`src/rtl/urcpu_operand_loader.sv`:
```
// Operand loader for the UrCPU add program: streams operand words into data memory,
// starts the CPU stage, waits for done or timeout, then returns the result word.
module urcpu_operand_loader #(
  parameter int unsigned         ADDR_W      = 8,
  parameter int unsigned         DATA_W      = 32,
  parameter logic [ADDR_W-1:0]   LOAD_BASE   = 8'hF0,
  parameter int unsigned         LOAD_COUNT  = 2,
  parameter logic [ADDR_W-1:0]   RESULT_ADDR = 8'hF2,
  parameter int unsigned         TIMEOUT     = 1000
) (
  input  logic              clk,
  input  logic              rst,
  input  logic              in_valid,
  output logic              in_ready,
  input  logic [DATA_W-1:0] in_data,
  output logic              mem_we,
  output logic [ADDR_W-1:0] mem_addr,
  output logic [DATA_W-1:0] mem_wdata,
  input  logic [DATA_W-1:0] mem_rdata,
  output logic              cpu_start,
  input  logic              cpu_done,
  output logic              out_valid,
  input  logic              out_ready,
  output logic [DATA_W-1:0] out_data,
  output logic              out_err,
  output logic              busy
);

  localparam int unsigned       IDX_W    = 5;
  localparam logic [IDX_W-1:0]  LAST_IDX = IDX_W'(LOAD_COUNT - 1);
  localparam logic [15:0]       TO_LAST  = 16'(TIMEOUT - 1);

  typedef enum logic [2:0] {
    S_LOAD,
    S_START,
    S_WAIT,
    S_READ,
    S_CAPT,
    S_OUT
  } state_t;

  state_t              state_q;
  logic [IDX_W-1:0]    idx_q;
  logic [15:0]         cnt_q;
  logic                in_ready_q;
  logic                mem_we_q;
  logic [ADDR_W-1:0]   mem_addr_q;
  logic [DATA_W-1:0]   mem_wdata_q;
  logic                cpu_start_q;
  logic                out_valid_q;
  logic [DATA_W-1:0]   out_data_q;
  logic                out_err_q;
  logic                busy_q;

  logic in_hs;
  assign in_hs = in_valid && in_ready_q;

  always_ff @(posedge clk) begin
    if (rst) begin
      state_q     <= S_LOAD;
      idx_q       <= '0;
      cnt_q       <= '0;
      in_ready_q  <= 1'b1;
      mem_we_q    <= 1'b0;
      mem_addr_q  <= '0;
      mem_wdata_q <= '0;
      cpu_start_q <= 1'b0;
      out_valid_q <= 1'b0;
      out_data_q  <= '0;
      out_err_q   <= 1'b0;
      busy_q      <= 1'b0;
    end else begin
      // NOTE: pulse outputs get a non-blocking default here and are overridden
      // below; the last non-blocking write in the block wins, so no ordering hazard.
      mem_we_q    <= 1'b0;
      cpu_start_q <= 1'b0;

      case (state_q)
        S_LOAD: begin
          if (in_hs) begin
            mem_we_q    <= 1'b1;
            mem_addr_q  <= LOAD_BASE + ADDR_W'(idx_q);
            mem_wdata_q <= in_data;
            busy_q      <= 1'b1;
            if (idx_q == LAST_IDX) begin
              idx_q       <= '0;
              in_ready_q  <= 1'b0;
              cpu_start_q <= 1'b1;
              state_q     <= S_START;
            end else begin
              idx_q <= idx_q + 1'b1;
            end
          end
        end

        S_START: begin
          cnt_q   <= '0;
          state_q <= S_WAIT;
        end

        S_WAIT: begin
          cnt_q <= cnt_q + 16'd1;
          if (cpu_done) begin
            // Address goes out on entry to READ so the read data lands during CAPT.
            mem_addr_q <= RESULT_ADDR;
            state_q    <= S_READ;
          end else if (cnt_q == TO_LAST) begin
            out_data_q  <= '0;
            out_err_q   <= 1'b1;
            out_valid_q <= 1'b1;
            state_q     <= S_OUT;
          end
        end

        S_READ: begin
          state_q <= S_CAPT;
        end

        S_CAPT: begin
          out_data_q  <= mem_rdata;
          out_err_q   <= 1'b0;
          out_valid_q <= 1'b1;
          state_q     <= S_OUT;
        end

        S_OUT: begin
          if (out_ready) begin
            out_valid_q <= 1'b0;
            in_ready_q  <= 1'b1;
            busy_q      <= 1'b0;
            idx_q       <= '0;
            state_q     <= S_LOAD;
          end
        end

        default: begin
          state_q <= S_LOAD;
        end
      endcase
    end
  end

  assign in_ready  = in_ready_q;
  assign mem_we    = mem_we_q;
  assign mem_addr  = mem_addr_q;
  assign mem_wdata = mem_wdata_q;
  assign cpu_start = cpu_start_q;
  assign out_valid = out_valid_q;
  assign out_data  = out_data_q;
  assign out_err   = out_err_q;
  assign busy      = busy_q;

endmodule

```
`config.mk`:
```
export PLATFORM = sky130hd
export DESIGN_NAME = urcpu_operand_loader
export DESIGN_NICKNAME = d
export VERILOG_FILES = /design/src/rtl/urcpu_operand_loader.sv
export SDC_FILE = /design/constraint.sdc
export NUM_CORES = 1
export LEC_CHECK = 0
export CAP_MARGIN = 20
export CORE_MARGIN = 5
export CORE_UTILIZATION = 40
export CTS_CLUSTER_SIZE = 28
export DETAILED_ROUTE_END_ITERATION = 16
export PLACE_DENSITY_LB_ADDON = 0.3
export SLEW_MARGIN = 10
export SYNTH_ARGS = -nofsm -noshare
export SYNTH_HDL_FRONTEND = slang
export SYNTH_SLANG_ARGS = --single-unit
```
`constraint.sdc`:
```
create_clock -name clk -period 1.55 [get_ports clk]
set_input_delay 0.3875 -clock clk [delete_from_list [all_inputs] [get_ports clk]]
set_output_delay 0.3875 -clock clk [all_outputs]
set_load 0.005 [all_outputs]
```
[Word-level counts from Yosys, hierarchy flattened]
Cells that the tools add are included.
Storage, ports and cells
  register bits: 102
  word-level logic and storage cells: 77
  output and inout bits: 78
  input port bits: 69
Cells by class
  bitwise logic cells: 2
  $add $sub $neg: 3
  reductions and logical operators: 16
  eq/ne operators: 14
  multiplexer cells: 30
Operator list (count)
  32-bit two-way mux: 2
  32-bit one-hot mux with 2 select lines: 1
  16-bit one-hot mux with 2 select lines: 1
  3-bit one-hot mux with 6 select lines: 1
  16-bit by 1-bit adder with 16-bit output, second input constant: 1
  16-bit by 10-bit == test with 1-bit output, second input constant: 1
  8-bit two-way mux: 2
  8-bit one-hot mux with 2 select lines: 1
  3-bit two-way mux: 5
  5-bit two-way mux: 3
  2-bit inequality test, second input constant: 6
  4-bit AND reduction: 3
  5-bit one-hot mux with 2 select lines: 1
  1-bit two-way mux: 9
  3-bit AND reduction: 3
  2-bit nonzero test: 4
  5-bit by 6-bit adder with 7-bit output, first input constant: 1
  3-bit by 2-bit == test with 1-bit output, second input constant: 2
  3-bit == test, second input constant: 2
  1-bit one-hot mux with 2 select lines: 3
  5-bit by 1-bit adder with 5-bit output, second input constant: 1
  5-bit by 1-bit == test with 1-bit output, second input constant: 1
  3-bit by 1-bit == test with 1-bit output, second input constant: 1
  3-bit logical NOT: 1
  other kinds (8): 9

[Logic depth before layout (Yosys ltp)]
Gate-level depths: netlist of run 1.
  word-level depth: 4
  depth in mapped cells: 7
  gate-level depth less buffers: 6

[Worst setup path after synthesis of run 1]
Ideal clock, no wire load.
  path type: register -> register
  start point: register cnt_q[0]
  end point: register out_data_q[0], in the netlist out_data[0]
  library setup time: 0.059 ns
  clock period less this slack: 1.628 ns
  data arrival time: 1.570 ns
  path buffers: 1
  data required time: 1.491 ns
  stages on the path, launching flop included: 7
  setup slack: -0.078 ns
  cell sequence: dfxtp_1 > ha_1 > and3_1 > and4_1 > a21oi_1 > buf_2 > a22o_1
Between the ends
  longest elaborated chain between the ends: 3
RTL lines
  from (decl): RTL line 44  | logic [15:0] cnt_q;
  from (signal assigned): RTL line 102  | cnt_q <= cnt_q + 16'd1;
  16-bit by 10-bit == test with 1-bit output: RTL line 107  | end else if (cnt_q == TO_LAST) begin
  2-bit inequality test (no line)
  3-bit AND reduction (no line)
  to (signal assigned): RTL line 120  | out_data_q <= mem_rdata;
  to (decl): RTL line 51  | logic [DATA_W-1:0] out_data_q;
Every way passes these cells.
A chain may end at the register's enable or synchronous reset.

[Worst setup path in the final report of run 1]
  start point: register state_q[2]
  end point: register out_data_q[1], in the netlist out_data[1]
Between the ends
  longest elaborated chain between the ends: 3
  elaborated cells between the ends (all ways): 7
  classes of those cells: eq/ne (4); mux (1); reduce/logical (2)
RTL lines
  from (decl): RTL line 42  | state_t state_q;
  from (signal assigned): RTL line 60  | state_q <= S_LOAD;
  from (signal assigned): RTL line 89  | state_q <= S_START;
  from (signal assigned): RTL line 98  | state_q <= S_WAIT;
  3-bit by 2-bit == test with 1-bit output / 3-bit == test (equally long branches): RTL line 78  | case (state_q)
  2-bit inequality test (no line) / 2-bit nonzero test (equally long branches)
  3-bit AND reduction (no line)
Several ways; a longest one is shown, not always the timed one.

==> results of run 1 <==
## where the power goes
part | internal [mW] | switching, mW | total (mW)
Sequential | 2.88 | 0.166 | 3.05
Clock | 0.801 | 0.894 | 1.69
Combinational | 1.57 | 1.35 | 2.92
Total | 5.25 | 2.41 | 7.66
## path summary, 6_finish.rpt
check,slack [ps],cells after the start,endpoint
worst min register to register,460,2,mem_wdata[15]
worst max-delay path,-80,6,out_data[1]
worst max register to register,-80,6,out_data[1]
worst min-delay path,460,2,mem_wdata[15]
## per-stage QoR
step                setup WS, ps  instance area (um^2)
floorplan                  -14.1                  3870
global placement            -337                  5810
detailed placement          -356                  5810
CTS                        -45.2                  6060
global route                -119                  6460
finish                     -79.6                  6460
## critical path, delay by kind of cell (launching register included)
| kind | cells | cell delay, ps |
|---|---|---|
| simple gates | 2 | 510 |
| flops | 1 | 370 |
| buf+inv | 2 | 330 |
| compound gates | 2 | 300 |
## repair_timing
item	in CTS	in global routing
endpoints found under the setup margin	132	88
hold buffers	0	0
resized for setup	125	37
cloned	0	8
pin swaps	5	22
hold endpoints to repair	0	0
setup buffers	2	11
## synth_stat cells, drive strengths merged, types with 5 or more instances
cell     n  area (um^2)
a21oi   49          245
a22o    33          289
and2     5         31.3
buf     12         80.1
clkbuf  19         71.3
dfxtp   99         1980
inv      5         18.8
nand2   81          304
nand3   15         75.1
nor2    19         78.8
nor3     8         66.3
o21ai    9         45.0
o41ai    5         51.3
## state kept, by name, indices dropped and copies added, names as in the netlist
signal     flops
state_q        3
out_err        1
mem_wdata     32
idx_q          5
cnt_q         16
in_ready       1
mem_addr       5
cpu_start      1
out_data      32
busy           1
out_valid      1
mem_we         1
## routing by layer
layer	part of all wire	vias up	GRT usage
met4	0.013	0	0.0505
li1	-	1905	-
met1	0.42	1849	0.221
met3	0.071	13	0.0609
met2	0.50	141	0.330
met5	0	-	0
## final cells by class
cell class	instances	area, um^2
sequential	99	2030
tap	129	161
fill	726	2870
clock buffer	11	141
clock inverter	5	60.1
timing repair buffer	223	2150
inverter	5	18.8
multi-input combinational	286	1910
## cells in the final DEF (no fill, tap or decap), types with 4 or more instances in the layout
cell type        instances
a22o_1                  33
a21oi_1                 44
o41ai_2                  4
buf_4                   56
dlygate4sd2_1           78
o21ai_1                  5
inv_1                    4
nor2_1                  17
dfxtp_2                 30
buf_12                   5
and2_1                   5
clkbuf_8                10
nand2_1                 76
clkdlybuf4s50_1         67
nand3_1                 14
buf_6                    9
mux2i_1                  4
dfxtp_1                 67
a21oi_2                  4
clkbuf_16                6
## kinds of logic after synthesis
kind of cell	count (synthesis)	share of synthesized area
AOI/OAI and AO/OA	115	0.201
buffers and inverters	36	0.0441
and+or+nand+nor	162	0.217
xor gates and xnor gates	2	0.00454
adders and majority gates	3	0.00972
DFF	99	0.513
muxes	4	0.0104
==> run summary, run 1 <==
Root buffer cell: clkbuf_8
Flops & latches, synth: 99
Crit path max-delay cell type: or3b_1
Critical R2R Launch: state_q[2]
Tmin final: 1630 ps
Routability Congestion: 0.820
Sequential cell area fraction in the yosys report: 0.513
Layout cell share with drive strength beyond 1: 0.270
Total power: 7.66 mW
Buffers on Ports: 146
DRT iter0 DRCs: 171
Drt wl/cell: 16.6 um
Initial antenna violation count: 0
Layout Nets: 696
Final Util: 0.693
Crit Path Max Fanout: 8
Boundary Pins: 147
Congestion Overflow GR: 0
Final setup TNS: -1790 ps
F_max: 0.614 GHz
CP Data Required Time: 1800 ps
YS warnings: 0
Vias: 3,908
Max incr delay on CP: 390 ps
Status: finished with violations
Tcrit/Tclk final: 1.05
Vias per inst: 5.16
Die Wd: 108 um
Post-route worst setup slack: -79.6 ps
Area delta synth->final: 67.3%
Non-Filler Instances: 758
P_leak: 2.89 nW
Clock Skew: 9.18 ps
Critical Path End Type: flop
Hold Crit Start: mem_wdata[15]
Syn Area/Cell: 9.17 um^2
Crit. Startpoint: state_q[2]
Largest net degree at the start of global routing: 43
Maxcap violations: 0
Number of CTS-inserted buffers: 9
Max_slew headroom: 0.748
Data arrival time of the critical path: 1880 ps
Post-DP HPWL: 8290 um
Worst Tran Pin Value: 377 ps
DR DRC count: 0
Syn Nets: 493
Die H: 108 um
Row Count: 35
Primary FF master, synth: dfxtp_1
Clock latency on the worst-skew pair: 370 ps
Hold WC Path Type: flop to flop
Setup Crit Path Kind: flop to flop
Drt pass-1 iters: 4
Number of diodes: 0
Unrepaired setup endpoints after global routing: true
Detail Route Antenna Nets: 0
Vias in the first global route: 3,739
# setup viols final: 34
Failing checks: negative setup slack
Clk sink count: 99
Critical path, cell by cell: or3b_1 > buf_6 > nor2_4 > a21oi_4 > clkbuf_16 > a22o_1
Global router's overall resource usage: 0.188
CTS tree: built
# H-tree levels: 3
Post-synthesis async set-or-reset flop share: 0
CTS clk-pin slew, worst paths: 100 ps
Core area: 9330 um^2
Routed wire length: 12,600 um
Pins over their slew limit: 0
Startpoint Class: flop
Post-synth cell types: 53
Peak supply drop: 0.000796 V
Total Die Area: 11,700 um^2
Clock Tree Buf Depth: 2
Final Hold Slack: 456 ps
Mapped Cells: 421
Number of flops mapped to enable cells by yosys: 0
Pwr per Cell Area: 1190 nW/um^2
Initial Utilization: 0.414
Placed cells: 721
Final Hold Viols: 0
Post-Synthesis Cell Area: 3860 um^2
First-pass GRT wire length: 17,700 um
(Power assumes the default switching activity.)
==> inputs of run 2 (changes only) <==
Settings changed: CORE_UTILIZATION 40 to 50, DONT_BUFFER_PORTS from default to 1, PLACE_DENSITY from default to 0.74, PLACE_DENSITY_LB_ADDON 0.3 to default.
==> run summary, run 2 (synthesized netlist as in run 1, its figures left out) <==
Number of CTS-inserted buffers: 9 (unchanged)
Hold Path Cell Cnt: 1 (was 2)
Row Count: 32 (was 35)
Max incr delay on CP: 360 ps (was 390 ps)
Setup Crit Path Kind: flop to flop (unchanged)
DRT iter0 DRCs: 143 (was 171)
CTS tree: built (unchanged)
P_leak: 1.89 nW (was 2.89 nW)
Combinational Power Share: 0.283 (was 0.381)
CP bufs+invs: 2 (unchanged)
F_max: 0.614 GHz (about the same)
Delay-heaviest family, CP: simple AND/OR/NAND/NOR gates (unchanged)
Detail Route Antenna Nets: 0 (unchanged)
Routed wire length: 10,600 um (was 12,600 um)
Crit path max-delay cell type: dfxtp_2 (was or3b_1)
Met2 WL post-DR: 5460 um (was 6290 um)
DR DRC count: 0 (unchanged)
Vias per inst: 5.82 (was 5.16)
Critical Path End Type: flop (unchanged)
Total power: 6.60 mW (was 7.66 mW)
Area delta synth->final: 24.7% (was 67.3%)
Post-DP HPWL: 6960 um (was 8290 um)
Critical Path Sink: out_data[22] (was out_data[1])
Largest net degree at the start of global routing: 70 (was 43)
Maxcap violations: 0 (unchanged)
Die H: 97.9 um (was 108 um)
Routability Congestion: 0.818 (was 0.820)
Clk sink count: 99 (unchanged)
Status: finished with violations (unchanged)
Flop pwr share: 0.475 (was 0.397)
Post-route worst setup slack: -78.0 ps (was -79.6 ps)
Boundary Pins: 147 (unchanged)
Final Hold Viols: 0 (unchanged)
Hold WC Path Type: input port to flop (was flop to flop)
Global router's overall resource usage: 0.206 (was 0.188)
CP Data Required Time: 1800 ps (about the same)
Reg2reg end: out_data[22] (was out_data[1])
Layout Nets: 527 (was 696)
Crit Path Max Fanout: 8 (unchanged)
Data arrival time of the critical path: 1880 ps (about the same)
Number of diodes: 0 (unchanged)
Clock Skew: 8.46 ps (was 9.18 ps)
Startpoint Class: flop (unchanged)
Switching portion of total power: 0.331 (was 0.315)
Failing checks: negative setup slack (unchanged)
Clock network fraction of design power: 0.242 (was 0.221)
Met3 wire length: 962 um (was 897 um)
Worst Tran Pin Value: 546 ps (was 377 ps)
Pwr per Cell Area: 1370 nW/um^2 (was 1190 nW/um^2)
Critical path, cell by cell: nor4_4 > and4_4 > a21oi_4 > buf_6 > buf_16 > a22o_1 (was or3b_1 > buf_6 > nor2_4 > a21oi_4 > clkbuf_16 > a22o_1)
Crit. Startpoint: cnt_q[15] (was state_q[2])
Tcrit/Tclk final: 1.05 (about the same)
Max layer used: met4 (unchanged)
# H-tree levels: 3 (unchanged)
Core area: 7610 um^2 (was 9330 um^2)
Congestion Overflow GR: 0 (unchanged)
Die Wd: 97.9 um (was 108 um)
CTS clk-pin slew, worst paths: 100 ps (about the same)
Tmin final: 1630 ps (about the same)
Pins over their slew limit: 0 (unchanged)
Initial Utilization: 0.508 (was 0.414)
First-pass GRT wire length: 16,200 um (was 17,700 um)
Commonest non-fill, non-tap cell in the layout: dfxtp_1 (was dlygate4sd2_1)
Most frequent cells in the layout: dfxtp_1, nand2_1, a21oi_1 (was dlygate4sd2_1, nand2_1, dfxtp_1, clkdlybuf4s50_1, buf_4)
# setup viols final: 26 (was 34)
Drt pass-1 iters: 4 (unchanged)
Sw Pwr: 2.18 mW (was 2.41 mW)
Root buffer cell: clkbuf_8 (unchanged)
Buffers on Ports: 0 (was 146)
Drt wl/cell: 18.8 um (was 16.6 um)
Int Pwr: 4.42 mW (was 5.25 mW)
Reg2Reg Depth: 6 (unchanged)
Total Die Area: 9580 um^2 (was 11,700 um^2)
Stages on worst setup path: 6 (unchanged)
DRT met1 WL: 3980 um (was 5260 um)
# hold bufs at CTS: 0 (unchanged)
Flop2flop setup slack: -80 ps (about the same)
Clock Tree Buf Depth: 2 (unchanged)
Layout cell share with drive strength beyond 1: 0.246 (was 0.270)
Clock latency on the worst-skew pair: 360 ps (was 370 ps)
Critical R2R Launch: cnt_q[15] (was state_q[2])
Peak supply drop: 0.000784 V (was 0.000796 V)
Final setup TNS: -1510 ps (was -1790 ps)
Max_slew headroom: 0.635 (was 0.748)
Vias: 3,269 (was 3,908)
Initial antenna violation count: 0 (unchanged)
Unrepaired setup endpoints after global routing: true (unchanged)
Final Hold Slack: 93.5 ps (was 456 ps)
Vias in the first global route: 3,349 (was 3,739)
-- run 2: cell types whose count changed in the layout (fill, tap and decap cells not counted), moves of 4 or more --
| cell | delta |
|---|---|
| dlygate4sd2_1 | -78 |
| dfxtp_1 | +22 |
| clkbuf_16 | -4 |
| buf_6 | -4 |
| nand2_1 | +4 |
| clkdlybuf4s50_1 | -67 |
| buf_4 | -16 |
| dfxtp_2 | -20 |
-- run 2: power groups by stage --
stage | combinational, mW | sequential, mW | clock (mW)
4_1_cts | 1.57 | 3.13 | 1.63
2_1_floorplan | 1.05 | 3.10 | 0
3_5_place_dp | 1.44 | 3.17 | 0
3_3_place_gp | 1.37 | 3.16 | 0
5_1_grt | 2.06 | 3.17 | 1.76
6_report | 1.87 | 3.13 | 1.60
-- run 2: metal layers --
metal / global-route usage / up-vias
li1: - / 1568
met1: 0.222 / 1531
met2: 0.370 / 152
met3: 0.0771 / 18
met4: 0.0703 / 0
met5: 0 / -
-- run 2: worst min-delay path by stage --
stage	start	endpoint	slack, ps
floorplan	busy	busy	450
global placement	mem_wdata[29]	mem_wdata[29]	460
detailed placement	mem_wdata[14]	mem_wdata[14]	470
CTS	rst	cnt_q[0]	80
global route	rst	cnt_q[7]	70
finish	rst	cnt_q[11]	90
-- run 2: through the flow --
step	worst slack (ps)	cells	util	instance area, um^2
4_1_cts	-14.3	555	0.606	4610
2_1_floorplan	-14.1	421	-	3870
6_report	-78.0	562	0.633	4820
5_1_grt	-186	562	0.633	4820
3_5_place_dp	-90.6	531	0.550	4180
3_3_place_gp	-40.5	531	0.550	4180
-- run 2: repair_timing --
action | 4_1_cts | 5_1_grt
pin swaps | 9 | 19
gates resized for setup | 28 | 25
endpoints found under the setup margin | 69 | 76
gates cloned | 3 | 2
buffers inserted | 5 | 5
-- run 2: cell type report --
class / instances / area, um^2
fill: 651 / 2790
sequential: 99 / 1990
tap: 102 / 128
timing repair buffer: 54 / 574
inverter: 5 / 18.8
clock inverter: 6 / 56.3
multi-input combinational: 286 / 1910
clock buffer: 10 / 138
